--- config.mk ---
export PLATFORM = sky130hd
export DESIGN_NAME = vram_scheduler
export DESIGN_NICKNAME = d
export VERILOG_FILES = /design/src/rtl/vram_pkg.sv /design/src/rtl/vram_scheduler.sv
export SDC_FILE = /design/constraint.sdc
export NUM_CORES = 1
export LEC_CHECK = 0
export ABC_AREA = 1
export CORE_AREA = 4 4 232 234
export CTS_BUF_LIST = sky130_fd_sc_hd__clkbuf_8
export CTS_CLUSTER_SIZE = 10
export DETAILED_ROUTE_END_ITERATION = 7
export DIE_AREA = 0 0 236 238
export GPL_TIMING_DRIVEN = 0
export PLACE_DENSITY_LB_ADDON = 0.08
export SYNTH_ARGS = -nofsm -noshare
export SYNTH_HDL_FRONTEND = slang
export SYNTH_SLANG_ARGS = --single-unit
--- constraint.sdc ---
create_clock -name clk -period 7.3 [get_ports clk]
set_input_delay 0.73 -clock clk [delete_from_list [all_inputs] [get_ports clk]]
set_output_delay 0.73 -clock clk [all_outputs]
set_load 0.05 [all_outputs]
--- src/rtl/vram_pkg.sv ---
// Shared constants and encodings for the VRAM frame scheduler.
// MIG instruction codes, word size and FSM state encoding.
package vram_pkg;

  localparam logic [2:0]  MIG_CMD_RD    = 3'b001;
  localparam logic [2:0]  MIG_CMD_WR    = 3'b000;
  localparam int unsigned WORD_BYTES    = 16;
  localparam int unsigned FRAME_WORDS_W = 20;
  localparam int unsigned OUTST_W       = 7;

  typedef enum logic [1:0] {
    IDLE  = 2'd0,
    ARB   = 2'd1,
    CMD   = 2'd2,
    DRAIN = 2'd3
  } sched_state_t;

  typedef enum logic {
    GRANT_RD = 1'b0,
    GRANT_WR = 1'b1
  } grant_t;

endpackage

--- src/rtl/vram_scheduler.sv ---
// Per-frame MIG command scheduler: reads the previous EPD state out of VRAM
// and writes the new state back, round-robin arbitrating read/write bursts.
module vram_scheduler
  import vram_pkg::*;
#(
  parameter int unsigned BURST_LEN     = 32,
  parameter logic [29:0] BASE_ADDR     = 30'h0,
  parameter int unsigned RD_FIFO_DEPTH = 64
) (
  input  logic         clk,
  input  logic         rst,
  input  logic         enable,
  input  logic         vsync,
  input  logic [23:0]  frame_bytes,
  output logic [127:0] pix_read,
  output logic         pix_read_valid,
  input  logic         pix_read_ready,
  input  logic [127:0] pix_write,
  input  logic         pix_write_valid,
  output logic         pix_write_ready,
  output logic         mig_cmd_en,
  output logic [2:0]   mig_cmd_instr,
  output logic [5:0]   mig_cmd_bl,
  output logic [29:0]  mig_cmd_byte_addr,
  input  logic         mig_cmd_full,
  output logic         mig_wr_en,
  output logic [15:0]  mig_wr_mask,
  output logic [127:0] mig_wr_data,
  input  logic         mig_wr_full,
  input  logic         mig_wr_underrun,
  output logic         mig_rd_en,
  input  logic [127:0] mig_rd_data,
  input  logic         mig_rd_empty,
  input  logic         mig_rd_overflow,
  output logic         busy,
  output logic         error
);

  localparam int unsigned FW_W = FRAME_WORDS_W;
  localparam logic [FW_W-1:0] BURST_W = FW_W'(BURST_LEN);
  localparam logic [FW_W:0]   DEPTH_W = (FW_W+1)'(RD_FIFO_DEPTH);

  sched_state_t        r_state;
  grant_t              r_last_grant;
  logic [FW_W-1:0]     r_frame_words;
  logic [FW_W-1:0]     r_rd_issued;
  logic [FW_W-1:0]     r_wr_issued;
  logic [FW_W-1:0]     r_wr_staged;
  logic [OUTST_W-1:0]  r_rd_outstanding;
  logic                r_busy;
  logic                r_error;
  logic                r_cmd_en;
  logic [2:0]          r_cmd_instr;
  logic [5:0]          r_cmd_bl;
  logic [29:0]         r_cmd_addr;

  logic [FW_W-1:0]     w_rd_remain;
  logic [FW_W-1:0]     w_wr_remain;
  logic [FW_W-1:0]     w_rd_len;
  logic [FW_W-1:0]     w_wr_len;
  logic                w_rd_elig;
  logic                w_wr_elig;
  logic                w_grant_rd;
  logic                w_grant_any;
  logic                w_pop;
  logic                w_push;
  logic                w_issue_rd;
  logic                w_issue_wr;
  logic [FW_W-1:0]     w_cmd_len;
  logic [OUTST_W-1:0]  w_outst_nxt;
  logic [FW_W-1:0]     w_staged_nxt;
  logic                w_underflow;
  logic                w_unused;

  assign w_unused = ^frame_bytes[3:0];

  // Burst lengths and eligibility for the two paths
  assign w_rd_remain = r_frame_words - r_rd_issued;
  assign w_wr_remain = r_frame_words - r_wr_issued;
  assign w_rd_len    = (w_rd_remain > BURST_W) ? BURST_W : w_rd_remain;
  assign w_wr_len    = (w_wr_remain > BURST_W) ? BURST_W : w_wr_remain;
  assign w_rd_elig   = (w_rd_len != '0) &&
                       (((FW_W+1)'(r_rd_outstanding) + (FW_W+1)'(w_rd_len)) <= DEPTH_W);
  assign w_wr_elig   = (w_wr_len != '0) && (r_wr_staged >= w_wr_len);
  assign w_grant_rd  = w_rd_elig && (!w_wr_elig || (r_last_grant == GRANT_WR));
  assign w_grant_any = w_rd_elig || w_wr_elig;

  assign pix_read        = mig_rd_data;
  assign pix_read_valid  = !mig_rd_empty;
  assign w_pop           = pix_read_valid && pix_read_ready;
  assign mig_rd_en       = w_pop;

  assign pix_write_ready = r_busy && !mig_wr_full &&
                           (((FW_W+1)'(r_wr_issued) + (FW_W+1)'(r_wr_staged)) <
                            (FW_W+1)'(r_frame_words));
  assign w_push          = pix_write_valid && pix_write_ready;
  assign mig_wr_en       = w_push;
  assign mig_wr_data     = pix_write;
  assign mig_wr_mask     = '0;

  assign w_cmd_len  = FW_W'(r_cmd_bl) + FW_W'(1);
  assign w_issue_rd = (r_state == CMD) && (r_cmd_instr == MIG_CMD_RD);
  assign w_issue_wr = (r_state == CMD) && (r_cmd_instr != MIG_CMD_RD);

  // Issue and push/pop in the same cycle combine arithmetically
  always_comb begin
    w_outst_nxt  = r_rd_outstanding;
    w_underflow  = 1'b0;
    w_staged_nxt = r_wr_staged;
    if (w_issue_rd) w_outst_nxt = r_rd_outstanding + OUTST_W'(w_cmd_len);
    if (w_pop) begin
      if (w_outst_nxt == '0) w_underflow = 1'b1;
      else                   w_outst_nxt = w_outst_nxt - OUTST_W'(1);
    end
    if (w_push)     w_staged_nxt = w_staged_nxt + FW_W'(1);
    if (w_issue_wr) w_staged_nxt = w_staged_nxt - w_cmd_len;
  end

  always_ff @(posedge clk) begin
    if (rst) begin
      r_state          <= IDLE;
      r_last_grant     <= GRANT_WR;
      r_frame_words    <= '0;
      r_rd_issued      <= '0;
      r_wr_issued      <= '0;
      r_wr_staged      <= '0;
      r_rd_outstanding <= '0;
      r_busy           <= 1'b0;
      r_error          <= 1'b0;
      r_cmd_en         <= 1'b0;
      r_cmd_instr      <= MIG_CMD_WR;
      r_cmd_bl         <= '0;
      r_cmd_addr       <= '0;
    end else begin
      r_rd_outstanding <= w_outst_nxt;
      r_wr_staged      <= w_staged_nxt;
      r_cmd_en         <= 1'b0;
      if (mig_rd_overflow || mig_wr_underrun || w_underflow || (vsync && r_busy))
        r_error <= 1'b1;

      case (r_state)
        IDLE: begin
          if (vsync && enable && (frame_bytes[23:4] != '0)) begin
            r_frame_words    <= frame_bytes[23:4];
            r_rd_issued      <= '0;
            r_wr_issued      <= '0;
            r_wr_staged      <= '0;
            r_rd_outstanding <= '0;
            r_busy           <= 1'b1;
            r_state          <= ARB;
          end
        end
        ARB: begin
          if (!enable) begin
            // Staged words that never got a write command are lost
            if (r_wr_staged != '0) r_error <= 1'b1;
            r_state <= DRAIN;
          end else if ((r_rd_issued == r_frame_words) && (r_wr_issued == r_frame_words)) begin
            r_state <= DRAIN;
          end else if (!mig_cmd_full && w_grant_any) begin
            r_cmd_en <= 1'b1;
            r_state  <= CMD;
            if (w_grant_rd) begin
              r_cmd_instr <= MIG_CMD_RD;
              r_cmd_bl    <= 6'(w_rd_len - FW_W'(1));
              r_cmd_addr  <= BASE_ADDR + 30'({r_rd_issued, 4'b0000});
            end else begin
              r_cmd_instr <= MIG_CMD_WR;
              r_cmd_bl    <= 6'(w_wr_len - FW_W'(1));
              r_cmd_addr  <= BASE_ADDR + 30'({r_wr_issued, 4'b0000});
            end
          end
        end
        CMD: begin
          if (r_cmd_instr == MIG_CMD_RD) begin
            r_rd_issued  <= r_rd_issued + w_cmd_len;
            r_last_grant <= GRANT_RD;
          end else begin
            r_wr_issued  <= r_wr_issued + w_cmd_len;
            r_last_grant <= GRANT_WR;
          end
          r_state <= ARB;
        end
        DRAIN: begin
          if (r_rd_outstanding == '0) begin
            r_busy  <= 1'b0;
            r_state <= IDLE;
          end
        end
        default: r_state <= IDLE;
      endcase
    end
  end

  assign mig_cmd_en        = r_cmd_en;
  assign mig_cmd_instr     = r_cmd_instr;
  assign mig_cmd_bl        = r_cmd_bl;
  assign mig_cmd_byte_addr = r_cmd_addr;
  assign busy              = r_busy;
  assign error             = r_error;

endmodule
# [After elaboration in Yosys (flattened, before gate mapping)]
# Cells that the tools add are included.
[classes] n_addsub=13 order_cmp=5 eq_ne=12 muxes=36 bitwise_logic=3 n_reduce_logical=39
[op_table] operator="$mux 20" count=9
[op_table] operator="$pmux 20 s2" count=2
[op_table] operator="$reduce_bool 20->1" count=4
[op_table] operator="$add 20x7->20" count=2
[op_table] operator="$eq 20x20->1" count=2
[op_table] operator="$gt 20x6->1 const B" count=2
[op_table] operator="$sub 20x20->20" count=2
[op_table] operator="$mux 7" count=5
[op_table] operator="$mux 24" count=1
[op_table] operator="$add 20x20->21" count=1
[op_table] operator="$add 7x20->21" count=1
[op_table] operator="$le 21x7->1 const B" count=1
[op_table] operator="$lt 21x20->1" count=1
[op_table] operator="$add 20x1->20 const B" count=1
[op_table] operator="$ge 20x20->1" count=1
[op_table] operator="$sub 20x7->20" count=1
[op_table] operator="$logic_and 1x1->1" count=14
[op_table] operator="$logic_not 7->1" count=2
[op_table] operator="$reduce_and 3->1" count=4
[op_table] operator="$sub 6x1->6 const B" count=2
[op_table] operator="$mux 1" count=11
[op_table] operator="$mux 2" count=5
[op_table] operator="$pmux 2 s4" count=1
[op_table] operator="$add 6x1->7 const B" count=1
[op_table] operator="19 further kinds" count=32
[totals] regBits=132 input_bits=291 output_inout_bits=318 wordCells=121

# [Longest topological paths before layout]
# Gate-level depths: netlist of run 1.
[logic_depth] ltp_word=12 depth_mapped=43 depth_no_buf=42

# [Least setup slack after synthesis of run 1]
# OpenSTA, ideal clock, no wires.
[synth_path] path_type="reg-to-reg" from="register r_wr_staged[2]" to="register r_wr_staged[16]" setup_ns=0.118 t_arrival_ns=5.394 t_required_ns=7.182 setup_slack_ns=1.788 path_stages_with_launch=37 n_path_buf=1 period_less_slack_ns=5.512 cell_sequence="dfxtp_1 -> ha_1 -> nand3_1 -> nand2_1 -> a21oi_1 -> o21bai_1 -> a21boi_1 -> o21ai_0 -> a21boi_1 -> o21ai_0 -> a21boi_1 -> o21ai_0 -> nand2_1 -> nand2_1 -> a21oi_1 -> xnor2_1 -> ha_1 -> a2111o_1 -> a21oi_1 -> nand3_1 -> clkbuf_1 -> o21ai_0 -> inv_1 -> fa_1 -> nor2_1 -> nor2_1 -> o21bai_1 -> a21oi_1 -> o21ai_0 -> and2_1 -> nor3_1 -> nand2_1 -> nor2_2 -> nand3_1 -> o21ai_1 -> nand2_1 -> nor2_1"
[synth_via] elab_chain_len=9 elab_cells_between_ends=10 classes_between="add/sub (3); order compare (1); mux (4); reduce/logical (2)"
[synth_lines] element="start, declared" line="vram_scheduler.sv:48" source="logic [FW_W-1:0] r_wr_staged;"
[synth_lines] element="start signal, assigned" line="vram_scheduler.sv:136" source="r_wr_staged <= w_staged_nxt;"
[synth_lines] element="$add 20x20->21" line="vram_scheduler.sv:94" source="(((FW_W+1)'(r_wr_issued) + (FW_W+1)'(r_wr_staged)) <"
[synth_lines] element="$lt 21x20->1" line="vram_scheduler.sv:94"
[synth_lines] element="$logic_and 1x1->1" line="vram_scheduler.sv:93" source="assign pix_write_ready = r_busy && !mig_wr_full &&"
[synth_lines] element="$logic_and 1x1->1" line="vram_scheduler.sv:96" source="assign w_push = pix_write_valid && pix_write_ready;"
[synth_lines] element="$mux 20 *" line="vram_scheduler.sv:115" source="if (w_push) w_staged_nxt = w_staged_nxt + FW_W'(1);"
[synth_lines] element="$sub 20x7->20" line="vram_scheduler.sv:116" source="if (w_issue_wr) w_staged_nxt = w_staged_nxt - w_cmd_len;"
[synth_lines] element="$mux 20 *" line="vram_scheduler.sv:116"
[synth_lines] element="$mux 20" line="vram_scheduler.sv:143" source="if (vsync && enable && (frame_bytes[23:4] != '0)) begin"
[synth_lines] element="$mux 20 *" line="vram_scheduler.sv:141" source="case (r_state)"
# Every way passes the cells marked *; elsewhere a longest branch is shown, timed or not.
# A chain may end at the register's enable or synchronous reset.

# [Worst setup path after layout of run 1]
[layout_path] from="register r_frame_words[1]" to="register r_cmd_bl[4], in the netlist mig_cmd_bl[4]"
[layout_via] elab_chain_len=9 elab_cells_between_ends=26 classes_between="add/sub (5); order compare (4); eq/ne (2); mux (3); bitwise (1); reduce/logical (11)"
[layout_lines] element="start, declared" line="vram_scheduler.sv:45" source="logic [FW_W-1:0] r_frame_words;"
[layout_lines] element="start signal, assigned" line="vram_scheduler.sv:144" source="r_frame_words <= frame_bytes[23:4];"
[layout_lines] element="$sub 20x20->20 (on tied branches)" line="vram_scheduler.sv:78, vram_scheduler.sv:79"
[layout_lines] element="$gt 20x6->1 (on tied branches)" line="vram_scheduler.sv:80, vram_scheduler.sv:81"
[layout_lines] element="$mux 20 (on tied branches)" line="vram_scheduler.sv:80, vram_scheduler.sv:81"
[layout_lines] element="$add 7x20->21 (tied with other cells)" line="vram_scheduler.sv:83" source="(((FW_W+1)'(r_rd_outstanding) + (FW_W+1)'(w_rd_len)) <= DEPTH_W);"
[layout_lines] element="$le 21x7->1 / $logic_and 1x1->1 (equally long branches)" line="vram_scheduler.sv:83, vram_scheduler.sv:84"
[layout_lines] element="$logic_and 1x1->1 / $logic_not 1->1 (equally long branches)" line="vram_scheduler.sv:82, vram_scheduler.sv:85"
[layout_lines] element="$logic_or 1x1->1 (on tied branches)" line="vram_scheduler.sv:86, vram_scheduler.sv:85"
[layout_lines] element="$logic_and 1x1->1 (on tied branches)" line="vram_scheduler.sv:160, vram_scheduler.sv:85"
[layout_lines] element="$reduce_and 4->1 (no line) / $mux 6 (equally long branches)"
[layout_lines] element="end signal, assigned" line="vram_scheduler.sv:165" source="r_cmd_bl <= 6'(w_rd_len - FW_W'(1));"
[layout_lines] element="end signal, assigned" line="vram_scheduler.sv:169" source="r_cmd_bl <= 6'(w_wr_len - FW_W'(1));"
[layout_lines] element="end, declared" line="vram_scheduler.sv:54" source="logic [5:0] r_cmd_bl;"
# Several ways; a longest one is shown, not always the timed one.

==> key figures, run 1 <==
Run status
  • Status: finished, final reports clean

Logic synthesis
  • XOR/XNOR Fraction of Synth Area: 4.25%
  • EDFF count, synth: 0
  • Post-synthesis sequential area ratio: 16.9%
  • Synth Flop Type: dfxtp_1
  • Compound-cell area share of the yosys netlist: 14.6%
  • Largest area contributor in the netlist: dfxtp_1
  • #FFs+latches synth: 120
  • YS warnings: 0
  • Synth unique cells: 57
  • Largest family of logic cells by synthesized area: simple AND/OR/NAND/NOR gates
  • Post-synthesis simple-gate area fraction: 26.9%
  • Async set-reset flop share out of synthesis: 0%
  • Post-Syn Instances: 2194
  • Synth area leaders: dfxtp_1 17%, buf_4 15%, ha_1 12%
  • Proportion of synthesized area in mux cells: 0%
  • Yosys top cell area share: 16.9%
  • Adder-Cell Fraction of Synth Area: 13.2%
  • Mapped Area: 14200 um^2
  • Post-Syn Area per Cell: 6.48 um^2

Setup path
  • Family with the most delay on the worst path: simple AND/OR/NAND/NOR gates
  • Crit path capture type: flop
  • Type of the worst setup path: reg2reg
  • Max stage delay cell, worst path: o21ai_0
  • Setup crit start kind: flop
  • CP Buf/Inv Count: 8
  • Crit-path max cell delay: 0.57 ns
  • Critical Path RT: 7.67 ns
  • Most used cell, CP: inv_1
  • Critical Path Fanout Max: 10
  • Worst Path Arrival: 7.14 ns

GRT
  • Total Routing Usage GR: 18.7%
  • Total gr overflow: 0
  • First-pass GRT wire length: 82500 um
  • Largest net degree at the start of global routing: 17
  • Vias in the first global route: 14382
  • Initial antenna violation count: 2

Job
  • MaxCap Viol Count: 0

Clock network
  • CTS tree: done
  • Num CTS Buffers: 17
  • CTS Sinks: 120
  • CTS clk-pin slew, worst paths: 0.09 ns
  • Worst-case clock buffer depth: 2
  • Hold buffers post-CTS: 0
  • Worst-skew pair later-pin latency: 0.47 ns
  • CTS Root Cell: clkbuf_8
  • H-tree Lvls: 4
  • Number of post-CTS setup repair buffers: 0

Place
  • Gp weighted congestion: 0.912
  • Detailed Place HPWL: 48500 um
  • Dpl cells: 3243
  • Cell Area, Placed: 18400 um^2
  • IO Port Bufs: 320
  • Dpl ws: 0.548 ns

Floorplanning
  • Core area: 52000 um^2
  • Initial cell density of the core: 27.3%
  • Io pins: 609
  • Die area: 56200 um^2
  • Die Height: 238 um
  • Chip width: 236 um
  • FP Rows: 84

Routing
  • Met3 WL: 3240 um
  • DRT Pass-1 Iters: 6
  • Vias/cell: 4.58
  • Routed Antenna Nets: 0
  • Met2 Wirelength: 27000 um
  • M1 WL: 24500 um
  • DRT iter0 DRCs: 960
  • Residual DRC count: 0
  • Total number of vias: 15015
  • DR WL/cell: 17.0 um
  • Max layer used: met5
  • WL final: 55700 um

Timing
  • Final Hold Viols: 0
  • Clock skew: 0.0176 ns
  • Min Tclk post-route: 6.77 ns
  • Slew HR: 29.3%
  • Setup violators final: 0
  • F_max: 148 MHz
  • Actual slew at the worst max-slew pin: 1.06 ns
  • Final Cycle Share: 92.7%
  • RSZ-0062 raised after global routing: false
  • Setup ws final: 0.535 ns
  • Max-slew violation count: 0
  • Sum Neg Setup Slack: 0 ns

Layout
  • Non-Filler Instances: 3275
  • Share of layout cells above drive strength 1: 14.7%
  • Layout area overhead: 32.5%
  • Fin nets: 3010
  • Antenna cells: 0
  • Final Cell Area: 18800 um^2
  • Layout Utilization: 36.2%

Pwr
  • Pwr per Cell Area: 186 nW/um^2
  • VDD IR max: 0.000114 V
  • Static leakage: 9.14 nW

Min path
  • Worst hold path class: reg2reg
## cell usage after synthesis, types with 3 or more instances
cell and number:
xnor2_1 16, clkbuf_1 15, nor4_1 15, nor2_4 3, nand3_2 3, o21ai_1 19
a31oi_1 24, nor2_2 11, o21bai_1 8, o31ai_1 5, buf_4 287, ha_1 137
a21o_1 3, nand2_1 448, a211oi_1 15, nor2_1 172, nand2_4 3, nand4_1 42
a221oi_1 3, nor3_1 43, buf_2 6, nand3_1 87, inv_2 6, and2_1 9
o21a_1 6, nand2_2 8, o21ai_0 107, xor2_1 48, a21boi_1 3, or2_2 5
dfxtp_1 120, fa_1 8, nand3b_1 13, inv_1 295, o211ai_1 6, a21oi_1 163
nor3b_1 3
## kinds of logic (layout without fill, tap and decap cells)
family | Yosys count | in the layout
and+or+nand+nor | 871 | 871
other | 2 | 43
xor gates and xnor gates | 66 | 66
adders and majority gates | 145 | 145
buffers and inverters | 617 | 969
DFF | 120 | 120
AOI/OAI and AO/OA | 373 | 373
## worst paths after layout
kind / start / endpoint / slack, ns / cells past startpoint
max: r_frame_words[1] / mig_cmd_bl[4] / 0.53 / 35
min: r_rd_issued[13] / r_rd_issued[14] / 0.50 / 2
max reg2reg: r_frame_words[1] / mig_cmd_bl[4] / 0.53 / 35
min reg2reg: r_rd_issued[13] / r_rd_issued[14] / 0.50 / 2
## flip-flops by register name (all words and copies together), names as in the netlist, 2 cells and up
signal	flops
r_rd_outstanding	7
mig_cmd_byte_addr	20
r_wr_staged	20
r_frame_words	20
r_state	2
r_wr_issued	20
r_rd_issued	20
mig_cmd_bl	6
## where the power goes
part	total, W	internal, W	leakage (nW)	switching [W]
Sequential	0.000790	0.000702	0.976	0.0000887
Combinational	0.00204	0.000710	7.96	0.00133
Clock	0.000661	0.000311	0.200	0.000350
Total	0.00350	0.00172	9.14	0.00177
## per-layer routing
layer  GRT usage [%]  up-vias
met5               0        -
met2            32.7      516
li1                -     7611
met3            2.73       48
met1            24.4     6838
met4            3.92        2
## layout make-up
class / count / area (um^2)
clock buffer: 17 / 234
fill: 5623 / 33200
inverter: 304 / 1140
timing repair buffer: 320 / 3200
multi-input combinational: 1498 / 8530
sequential: 120 / 2400
buffer: 313 / 2290
tap: 688 / 861
clock inverter: 15 / 166
## layout by cell type (no fill, tap or decap), types with 12 or more instances in the layout
master and instances:
clkbuf_8 17, dfxtp_1 119, nor2_2 12, o21ai_1 21, nor3_1 43, xnor2_1 16
inv_1 295, o21ai_0 105, nand3b_1 13, clkdlybuf4s50_1 320, nor2_1 171, nand4_1 42
nor4_1 15, a31oi_1 24, conb_1 43, a211oi_1 15, ha_1 137, buf_4 287
a21oi_1 163, xor2_1 48, clkbuf_1 15, nand2_1 448, nand3_1 87
## through the flow
stage	power, W	hold slack, ns
after floorplan	0.00227	0.464
after global placement	0.00283	0.482
after detailed placement	0.00285	0.488
after CTS	0.00351	0.503
after global routing	0.00376	0.539
final	0.00350	0.503
## tightest hold or removal path: stages (launching register included)
cell and delay (ns):
dfxtp_1 0.34, nand2_1 0.07, a21oi_1 0.06
## repair_timing
item	in CTS	in global routing
setup endpoints to repair	0	10
hold endpoints to repair	0	0
gates resized for setup	0	4
Note: power is estimated with default switching activity, not from simulation.
==> inputs of run 2 (changes only) <==
--- a/config.mk
+++ b/config.mk
@@ -13,6 +13,7 @@
 export DIE_AREA = 0 0 236 238
 export GPL_TIMING_DRIVEN = 0
 export PLACE_DENSITY_LB_ADDON = 0.08
+export SLEW_MARGIN = 20
 export SYNTH_ARGS = -nofsm -noshare
 export SYNTH_HDL_FRONTEND = slang
 export SYNTH_SLANG_ARGS = --single-unit
==> results of run 2 <==
Final layout, timing and power as in run 1 (identical DEF).
==> inputs of run 3 (changes only) <==
==> constraint.sdc (replaced) <==
create_clock -name clk -period 5.5 [get_ports clk]
set_input_delay 0.55 -clock clk [delete_from_list [all_inputs] [get_ports clk]]
set_output_delay 0.55 -clock clk [all_outputs]
set_load 0.05 [all_outputs]
==> key figures, run 3 (synthesis results as in run 1) <==
Run status
  • Status: finished, final reports clean

GRT
  • Total Routing Usage GR: 18.9%
  • Busiest grt layer: met2
  • Initial antenna violation count: 1
  • Vias in the first global route: 14785
  • Met2 GRT Util: 33.2%
  • GR Util met3: 2.84%
  • Total gr overflow: 0
  • Largest net degree at the start of global routing: 20
  • First-pass GRT wire length: 83700 um
  • GR Layer Usage met1: 24.5%

Timing
  • RSZ-0062 raised after global routing: true
  • Min Tclk post-route: 5.46 ns
  • WHS: 0.497 ns
  • Slew HR: 30.9%
  • Sum Neg Setup Slack: 0 ns
  • Final Cycle Share: 99.2%
  • Actual slew at the worst max-slew pin: 1.04 ns
  • Setup violators final: 0
  • Clock skew: 0.0278 ns
  • Setup ws final: 0.0418 ns
  • Max-slew violation count: 0
  • Final Hold Viols: 0
  • F_max: 183 MHz

Layout
  • Most common cell after layout, fill and taps aside: nand2_1
  • Fill cell count: 5517
  • Share of layout cells above drive strength 1: 22.2%
  • Multi-input gate area: 9190 um^2
  • Antenna cells: 0
  • Register Area: 2470 um^2
  • Highest-count cells in the layout ignoring fill and taps: 434 x nand2_1, 336 x buf_4, 320 x clkdlybuf4s50_1
  • Final Cell Area: 20000 um^2
  • Fin nets: 3064
  • Layout area overhead: 41.0%

Place
  • Gp weighted congestion: 0.911
  • Cell Area, Placed: 18400 um^2
  • Dpl ws: -1.33 ns
  • IO Port Bufs: 320
  • Detailed Place HPWL: 48500 um

Routing
  • Routed Antenna Nets: 0
  • DR WL/cell: 17.1 um
  • Vias/cell: 4.61
  • DRT Pass-1 Iters: 6
  • WL final: 57000 um
  • Residual DRC count: 0
  • DRT iter0 DRCs: 975
  • Total number of vias: 15353

Job
  • MaxCap Viol Count: 0

Clock network
  • CTS tree: done
  • Worst-case clock buffer depth: 2
  • Worst-skew pair later-pin latency: 0.48 ns
  • CTS clk-pin slew, worst paths: 0.11 ns
  • H-tree Lvls: 4
  • Hold buffers post-CTS: 0
  • Num CTS Buffers: 17
  • CTS Sinks: 120
  • CTS Root Cell: clkbuf_8

Setup path
  • Setup crit start kind: flop
  • Critical path origin: r_wr_staged[2]
  • Max stage delay cell, worst path: dfxtp_4
  • Type of the worst setup path: reg2reg
  • Reg2Reg Depth: 38
  • R2R Path Start: r_wr_staged[2]
  • Reg-to-Reg End: r_wr_staged[16]
  • Critical Path Fanout Max: 5
  • Crit-path max cell delay: 0.37 ns
  • R2R Setup Slk: 0.04 ns
  • Worst setup path endpoint: r_wr_staged[16]
  • Worst Path Arrival: 5.88 ns
  • Crit path capture type: flop
  • Critical Path RT: 5.92 ns

Floorplanning
  • Initial cell density of the core: 27.3%
  • Die Height: 238 um
  • Chip width: 236 um
  • FP Rows: 84
  • Die area: 56200 um^2
  • Core area: 52000 um^2
  • Io pins: 609

Pwr
  • Total power: 0.00489 W
  • Pwr per Cell Area: 244 nW/um^2
  • Static leakage: 9.46 nW
  • VDD IR max: 0.000142 V

Min path
  • Worst hold path class: reg2reg
[run 3: worst min path at each step]
stage | from | to | slack (ns) | depth (start not counted)
floorplan | r_rd_issued[0] | r_rd_issued[0] | 0.46 | 2
detailed placement | r_rd_issued[13] | r_rd_issued[14] | 0.48 | 2
global route | r_rd_issued[13] | r_rd_issued[14] | 0.52 | 2
finish | r_rd_issued[13] | r_rd_issued[14] | 0.50 | 2
global placement | r_rd_issued[13] | r_rd_issued[14] | 0.48 | 2
CTS | r_rd_issued[13] | r_rd_issued[14] | 0.49 | 2
[run 3: layer usage]
layer / vias up / routed length, um
li1: 7726 / -
met1: 7038 / 24500
met2: 533 / 27900
met3: 54 / 3350
met4: 2 / 1200
met5: - / 11
[run 3: timing repair]
item / 4_1_cts / 5_1_grt
setup endpoints to repair: 51 / 42
cloned: 1 / 0
gates resized for setup: 118 / 106
buffers inserted: 34 / 21
hold endpoints to repair: 0 / 0
pin swaps: 30 / 65
[run 3: layout make-up]
class	count	area share [%]
timing repair buffer	376	18.3
tap	688	4.30
sequential	120	12.3
clock inverter	15	0.775
multi-input combinational	1498	45.9
clock buffer	17	1.17
buffer	311	11.5
inverter	304	5.76
[run 3: critical path: cells and delay by family, from the launching register on]
kind	cells	cell delay, ns
compound gates	14	1.94
xor+xnor	2	0.30
fa+ha+maj	3	0.81
buf+inv	3	0.29
flops	1	0.37
simple gates	16	1.66
[run 3: through the flow]
step,util (%),cells
floorplan,-,2235
global placement,35.4,3243
detailed placement,35.4,3243
CTS,37.4,3308
global route,38.5,3329
finish,38.5,3329
[run 3: where the power goes]
group	internal, W	switching (W)	total [W]
clock network	0.000376	0.000474	0.000849
logic	0.00110	0.00189	0.00299
registers	0.000934	0.000121	0.00105
total	0.00241	0.00248	0.00489
